[src/rtl/a2d_pkg.sv]
// rtl/a2d_pkg.sv - shared types and constants for the round-robin A2D interface
package a2d_pkg;

    typedef enum logic [1:0] {
        ST_IDLE,
        ST_CMD,
        ST_GAP,
        ST_RD
    } a2d_state_t;

    typedef enum logic [1:0] {
        SPI_IDLE,
        SPI_FRONT,
        SPI_SHIFT,
        SPI_BACK
    } spi_state_t;

    localparam logic [2:0] DEF_CH_LFT   = 3'd0;
    localparam logic [2:0] DEF_CH_RGHT  = 3'd4;
    localparam logic [2:0] DEF_CH_STEER = 3'd5;
    localparam logic [2:0] DEF_CH_BATT  = 3'd6;

    localparam logic [4:0] DIV_PRELOAD = 5'b10111;
    localparam int         XFER_LEN    = 16;

    // First transaction of a conversion selects the channel; its response is junk.
    function automatic logic [15:0] chan_cmd(input logic [2:0] ch);
        return {2'b00, ch, 11'h000};
    endfunction

endpackage

[src/rtl/spi_mnrch.sv]
// rtl/spi_mnrch.sv - 16-bit SPI master, SCLK = clk/32 idling high
module spi_mnrch
    import a2d_pkg::*;
(
    input  logic        clk,
    input  logic        rst,
    input  logic        wrt,
    input  logic [15:0] cmd,
    output logic        done,
    output logic [15:0] resp,
    output logic        SS_n,
    output logic        SCLK,
    output logic        MOSI,
    input  logic        MISO
);

    spi_state_t  state, nxt_state;
    logic [4:0]  div;
    logic [4:0]  bit_cnt;
    logic [15:0] shift_reg;
    logic        miso_smpl;
    logic        ss_n_q;
    logic        ld, smpl, shft;

    logic sclk_rise_nxt, sclk_fall_nxt;
    assign sclk_rise_nxt = (div == 5'b01111);
    assign sclk_fall_nxt = (div == 5'b11111);

    always_comb begin
        nxt_state = state;
        ld        = 1'b0;
        smpl      = 1'b0;
        shft      = 1'b0;
        done      = 1'b0;
        case (state)
            SPI_IDLE: begin
                if (wrt) begin
                    ld        = 1'b1;
                    nxt_state = SPI_FRONT;
                end
            end
            // The first SCLK fall only opens the frame; nothing is shifted yet.
            SPI_FRONT: begin
                if (sclk_fall_nxt)
                    nxt_state = SPI_SHIFT;
            end
            SPI_SHIFT: begin
                if (sclk_rise_nxt) begin
                    smpl = 1'b1;
                    if (bit_cnt == 5'(XFER_LEN - 1))
                        nxt_state = SPI_BACK;
                end
                if (sclk_fall_nxt)
                    shft = 1'b1;
            end
            SPI_BACK: begin
                if (sclk_fall_nxt) begin
                    shft      = 1'b1;
                    done      = 1'b1;
                    nxt_state = SPI_IDLE;
                end
            end
            default: nxt_state = SPI_IDLE;
        endcase
    end

    always_ff @(posedge clk or posedge rst) begin
        if (rst) begin
            state     <= SPI_IDLE;
            div       <= DIV_PRELOAD;
            bit_cnt   <= '0;
            shift_reg <= '0;
            miso_smpl <= 1'b0;
            ss_n_q    <= 1'b1;
        end else begin
            state <= nxt_state;
            // Divider rests at the preload while idle and starts counting on wrt.
            if (done)
                div <= DIV_PRELOAD;
            else if (ld || (state != SPI_IDLE))
                div <= div + 5'd1;
            if (ld) begin
                shift_reg <= cmd;
                bit_cnt   <= '0;
                ss_n_q    <= 1'b0;
            end else if (shft) begin
                shift_reg <= {shift_reg[14:0], miso_smpl};
            end
            if (smpl) begin
                miso_smpl <= MISO;
                bit_cnt   <= bit_cnt + 5'd1;
            end
            if (done)
                ss_n_q <= 1'b1;
        end
    end

    // Valid only while done is high: includes the final shift taking place that edge.
    assign resp = {shift_reg[14:0], miso_smpl};
    assign SS_n = ss_n_q;
    assign SCLK = div[4];
    assign MOSI = shift_reg[15];

endmodule

[src/rtl/a2d_intf.sv]
// rtl/a2d_intf.sv - round-robin conversion of four A2D channels via spi_mnrch
module a2d_intf
    import a2d_pkg::*;
#(
    parameter logic [2:0] CH_LFT   = DEF_CH_LFT,
    parameter logic [2:0] CH_RGHT  = DEF_CH_RGHT,
    parameter logic [2:0] CH_STEER = DEF_CH_STEER,
    parameter logic [2:0] CH_BATT  = DEF_CH_BATT
) (
    input  logic        clk,
    input  logic        rst,
    input  logic        nxt,
    input  logic        MISO,
    output logic        SS_n,
    output logic        SCLK,
    output logic        MOSI,
    output logic [11:0] lft_ld,
    output logic [11:0] rght_ld,
    output logic [11:0] steer_pot,
    output logic [11:0] batt,
    output logic        cnv_cmplt
);

    a2d_state_t  state, nxt_state;
    logic [1:0]  ptr;
    logic [2:0]  sel_ch;
    logic        wrt, done;
    logic [15:0] cmd, resp;
    logic [3:0]  resp_unused;

    assign resp_unused = resp[15:12];

    always_comb begin
        case (ptr)
            2'd0:    sel_ch = CH_LFT;
            2'd1:    sel_ch = CH_RGHT;
            2'd2:    sel_ch = CH_STEER;
            default: sel_ch = CH_BATT;
        endcase
    end

    spi_mnrch u_spi (
        .clk  (clk),
        .rst  (rst),
        .wrt  (wrt),
        .cmd  (cmd),
        .done (done),
        .resp (resp),
        .SS_n (SS_n),
        .SCLK (SCLK),
        .MOSI (MOSI),
        .MISO (MISO)
    );

    // wrt is issued on the entering transition so the inter-transaction gap is one cycle.
    always_comb begin
        nxt_state = state;
        wrt       = 1'b0;
        cmd       = 16'h0000;
        cnv_cmplt = 1'b0;
        case (state)
            ST_IDLE: begin
                if (nxt) begin
                    wrt       = 1'b1;
                    cmd       = chan_cmd(sel_ch);
                    nxt_state = ST_CMD;
                end
            end
            ST_CMD: begin
                if (done)
                    nxt_state = ST_GAP;
            end
            ST_GAP: begin
                wrt       = 1'b1;
                nxt_state = ST_RD;
            end
            ST_RD: begin
                if (done) begin
                    cnv_cmplt = 1'b1;
                    nxt_state = ST_IDLE;
                end
            end
            default: nxt_state = ST_IDLE;
        endcase
    end

    always_ff @(posedge clk or posedge rst) begin
        if (rst) begin
            state     <= ST_IDLE;
            ptr       <= 2'd0;
            lft_ld    <= '0;
            rght_ld   <= '0;
            steer_pot <= '0;
            batt      <= '0;
        end else begin
            state <= nxt_state;
            if (cnv_cmplt) begin
                ptr <= ptr + 2'd1;
                case (ptr)
                    2'd0:    lft_ld    <= resp[11:0];
                    2'd1:    rght_ld   <= resp[11:0];
                    2'd2:    steer_pot <= resp[11:0];
                    default: batt      <= resp[11:0];
                endcase
            end
        end
    end

endmodule

[config.mk]
export PLATFORM = sky130hd
export DESIGN_NAME = a2d_intf
export DESIGN_NICKNAME = d
export VERILOG_FILES = /design/src/rtl/a2d_pkg.sv /design/src/rtl/spi_mnrch.sv /design/src/rtl/a2d_intf.sv
export SDC_FILE = /design/constraint.sdc
export NUM_CORES = 1
export LEC_CHECK = 0
export ABC_AREA = 0
export BUFFER_PORTS_ARGS = -buffer_cell sky130_fd_sc_hd__buf_4
export CAP_MARGIN = 10
export CORE_MARGIN = 2
export CORE_UTILIZATION = 59
export CTS_BUF_LIST = sky130_fd_sc_hd__clkbuf_4 sky130_fd_sc_hd__clkbuf_8
export CTS_CLUSTER_DIAMETER = 150
export DETAILED_ROUTE_END_ITERATION = 8
export GPL_TIMING_DRIVEN = 0
export HOLD_SLACK_MARGIN = 0.1
export MAX_ROUTING_LAYER = met4
export PLACE_DENSITY = 0.82
export SETUP_SLACK_MARGIN = 0.15
export SLEW_MARGIN = 15
export SYNTH_ARGS = -nofsm -noshare
export SYNTH_HDL_FRONTEND = slang
export SYNTH_SLANG_ARGS = --single-unit
[constraint.sdc]
create_clock -name clk -period 3.2 [get_ports clk]
set_input_delay 0.32 -clock clk [delete_from_list [all_inputs] [get_ports clk]]
set_output_delay 0.32 -clock clk [all_outputs]
set_load 0.1 [all_outputs]
==> summary.txt <==
Hold path
  – Hold Crit Endpoint: u_spi.miso_smpl
  – Hold path depth: 2
  – Worst hold start: MISO
  – Worst hold path class: in -> reg

Floorplanning
  – Core ar.: 6310 um2
  – DIE HEIGHT: around 84 um
  – Die area: a little over 7000 um2
  – I/O pin count: 56
  – Initial Utilization: between 60% and 70%
  – Die Span X: 84.4 um
  – Row count: 29

Synth
  – Syn_nets: 307
  – Dominant synthesized flop cell: dfrtp_1
  – Sequential share of the synthesized area: 54.0%
  – Post-synth EDFFs: 0
  – Yosys reg bits: between 80 and 90
  – Post-Syn Area: 3810 um2
  – Post-Syn Area per Cell: 13.5 um2
  – Synth warn: 0
  – Yosys cell types: 38
  – Syn Inst Count: between 200 and 300
  – Async SR Flop Fraction: between 90% and 100%

STA
  – Least-Margin Pin Slew: 0.448 ns
  – Fin crit share: 81.7%
  – Final hold viol count: 0
  – Clk_skew: 0.00758 ns
  – Max Fclk: around 380 MHz
  – RSZ-0062 raised after global routing: no
  – Slew headroom: roughly 70%
  – Final max-slew violation count: 0
  – Endpoints failing setup: 0
  – Minimum clock period after layout: 2.61 ns
  – Setup_tns: 0 ns

Route
  – Highest routed layer: met4
  – Iter 0 DRT Violations: about 160
  – Via count: 2393
  – WL met2: roughly 3.6 mm
  – Met3 wire length: roughly 350 um
  – DR vias/cell: 5.54
  – WL/cell: between 15 and 20 um
  – Length of routed wiring on met1: roughly 3.2 mm
  – Drt pass-1 iters: 4
  – # DRC: 0
  – Routed WL: roughly 7.3 mm
  – DRT antenna net count: 0

Critical path
  – Worst R2R Path Depth: 8
  – Critical path origin: u_spi.div[0]
  – Setup crit start kind: register
  – Crit Reg-Reg Startpoint: u_spi.div[0]
  – CP Capture Type: primary output
  – Critical Path, Cell by Cell: ha_1, and3_1, ha_1, and3_4, buf_12, buf_4
  – Worst EP arrival: between 2 and 2.5 ns
  – Worst Path Max Fanout: 8
  – Number of cells on the critical path: 6
  – Number of buffers and inverters on the critical path: 2
  – Most used cell, CP: ha_1
  – Crit path required time: roughly 2.9 ns
  – Reg2reg end: rght_ld[6]
  – Crit path max-delay family: flip-flops
  – Slowest stage delay, CP: 0.56 ns
  – Reg2reg setup slack: approximately 0.90 ns
  – Setup CP Type: reg -> out
  – CP max-delay cell: dfstp_2

Global route
  – Grt total ovfl: 0
  – Total GRT Usage: between 20% and 30%
  – Largest net degree at the start of global routing: between 50 and 60
  – Initial antenna violation count: 0
  – Number of global-route vias before repair: roughly 2400
  – Global-route wire length before repair: around 12 mm

Status
  – Status: complete, no violations

Clock network
  – CTS tree: done
  – Clock slew at reported path FFs: 0.09 ns
  – Clk root buf: clkbuf_8
  – Clock Latency Late Sink: around 0.37 ns
  – H-tree depth: 3
  – Clk buf depth: 2
  – Clock sink count: 82
  – TritonCTS buffer count: 9

Power
  – Leak: 2.48 nW
  – Peak VDD IR: about 0.38 mV
  – Power Density: between 300 and 400 nW/um2

Layout
  – N_diodes: 0
  – Commonest non-fill, non-tap cell in the layout: dfrtp_1
  – Share of cells above drive strength 1: roughly 40%
  – Max reg flops: 16
  – Fin nets: roughly 380
  – Final Util: between 70 and 80%
  – Commonest cells after routing, fill and taps aside: 77 x dfrtp_1, 55 x buf_4, 40 x mux2_4
  – Layout area overhead: 19.2%

Place
  – Gpl congestion: just under 0.8
  – PortBufs: 55
  – Post-DP HPWL: 5.02 mm

Run
  – Max-cap viol count: 0
-- Yosys cell counts, types with 2 or more instances --
cell | instances | area (um2)
a21oi_1 | 18 | 90.1
and3_1 | 2 | 12.5
buf_12 | 2 | 40.0
buf_2 | 4 | 20.0
buf_6 | 3 | 33.8
dfrtp_1 | 77 | 1930
dfstp_2 | 5 | 131
ha_1 | 21 | 263
inv_1 | 12 | 45.0
mux2_2 | 10 | 113
mux2_4 | 40 | 601
mux2i_1 | 9 | 90.1
nand2_1 | 34 | 128
nand2_4 | 4 | 45.0
nand3_1 | 8 | 40.0
nor2_1 | 2 | 7.51
o21a_1 | 2 | 15.0
o21ai_0 | 7 | 35.0
o22ai_1 | 2 | 12.5
xnor2_1 | 2 | 17.5
-- worst max-delay path by stage --
stage,endpoint,slack [ns]
6_report,cnv_cmplt,0.59
4_1_cts,cnv_cmplt,0.57
2_1_floorplan,batt[0],0.78
3_3_place_gp,steer_pot[11],-0.14
3_5_place_dp,lft_ld[5],0.91
5_1_grt,cnv_cmplt,0.47
-- layout make-up --
cell class                 count  area [um2]
fill                         445        1770
multi-input combinational    178        1610
timing repair buffer          57         450
clock buffer                   9         124
sequential                    82        2060
inverter                      12        47.5
tap                           77        96.3
buffer                        10        97.6
clock inverter                 7        58.8
-- what timing repair did --
action,in CTS,in global routing
endpoints found under the hold margin,27,0
resized for setup,0,0
setup endpoints to repair,0,0
hold buffers,1,0
setup buffers,0,0
-- power breakdown --
group	switching, mW	leakage [nW]	internal [mW]	total, mW
Combinational	0.0222	1.39	0.00764	0.0299
Sequential	0.00107	1.01	1.04	1.04
Clock	0.422	0.0925	0.295	0.717
Total	0.445	2.48	1.34	1.78
-- through the flow --
step | cells | hold slack [ns] | worst slack (ns) | area, um2 | power, mW
after detailed placement | 415 | 0.329 | 0.913 | 4350 | 1.09
after floorplan | 282 | 0.469 | 0.780 | 3810 | 1.07
after global placement | 414 | 0.476 | -0.141 | 4320 | 1.08
after global routing | 432 | 0.189 | 0.466 | 4540 | 1.85
final | 432 | 0.191 | 0.586 | 4540 | 1.78
after CTS | 432 | 0.182 | 0.575 | 4540 | 1.80
-- kinds of logic after synthesis --
| kind of cell | synth area share, % |
|---|---|
| AOI/OAI and AO/OA | 6.50 |
| xor gates and xnor gates | 0.460 |
| adders and majority gates | 6.89 |
| buffers and inverters | 3.74 |
| DFF | 54.0 |
| muxes | 21.4 |
| and+or+nand+nor | 7.06 |
-- layer usage --
metal | global-route usage, % | vias up
li1 | - | 1107
met1 | 27.7 | 1220
met2 | 36.4 | 56
met3 | 6.00 | 10
met4 | 7.79 | 0
met5 | - | -
-- worst reg2reg max path, delay by kind of cell (launching register included) --
| family | cells | cell delay (ns) |
|---|---|---|
| adder cells (fa/ha/maj) | 2 | 0.48 |
| buffers and inverters | 2 | 0.30 |
| flip-flops | 1 | 0.56 |
| AND/OR/NAND/NOR | 3 | 0.54 |
| multiplexers | 1 | 0.32 |
(Power assumes the default switching activity.)
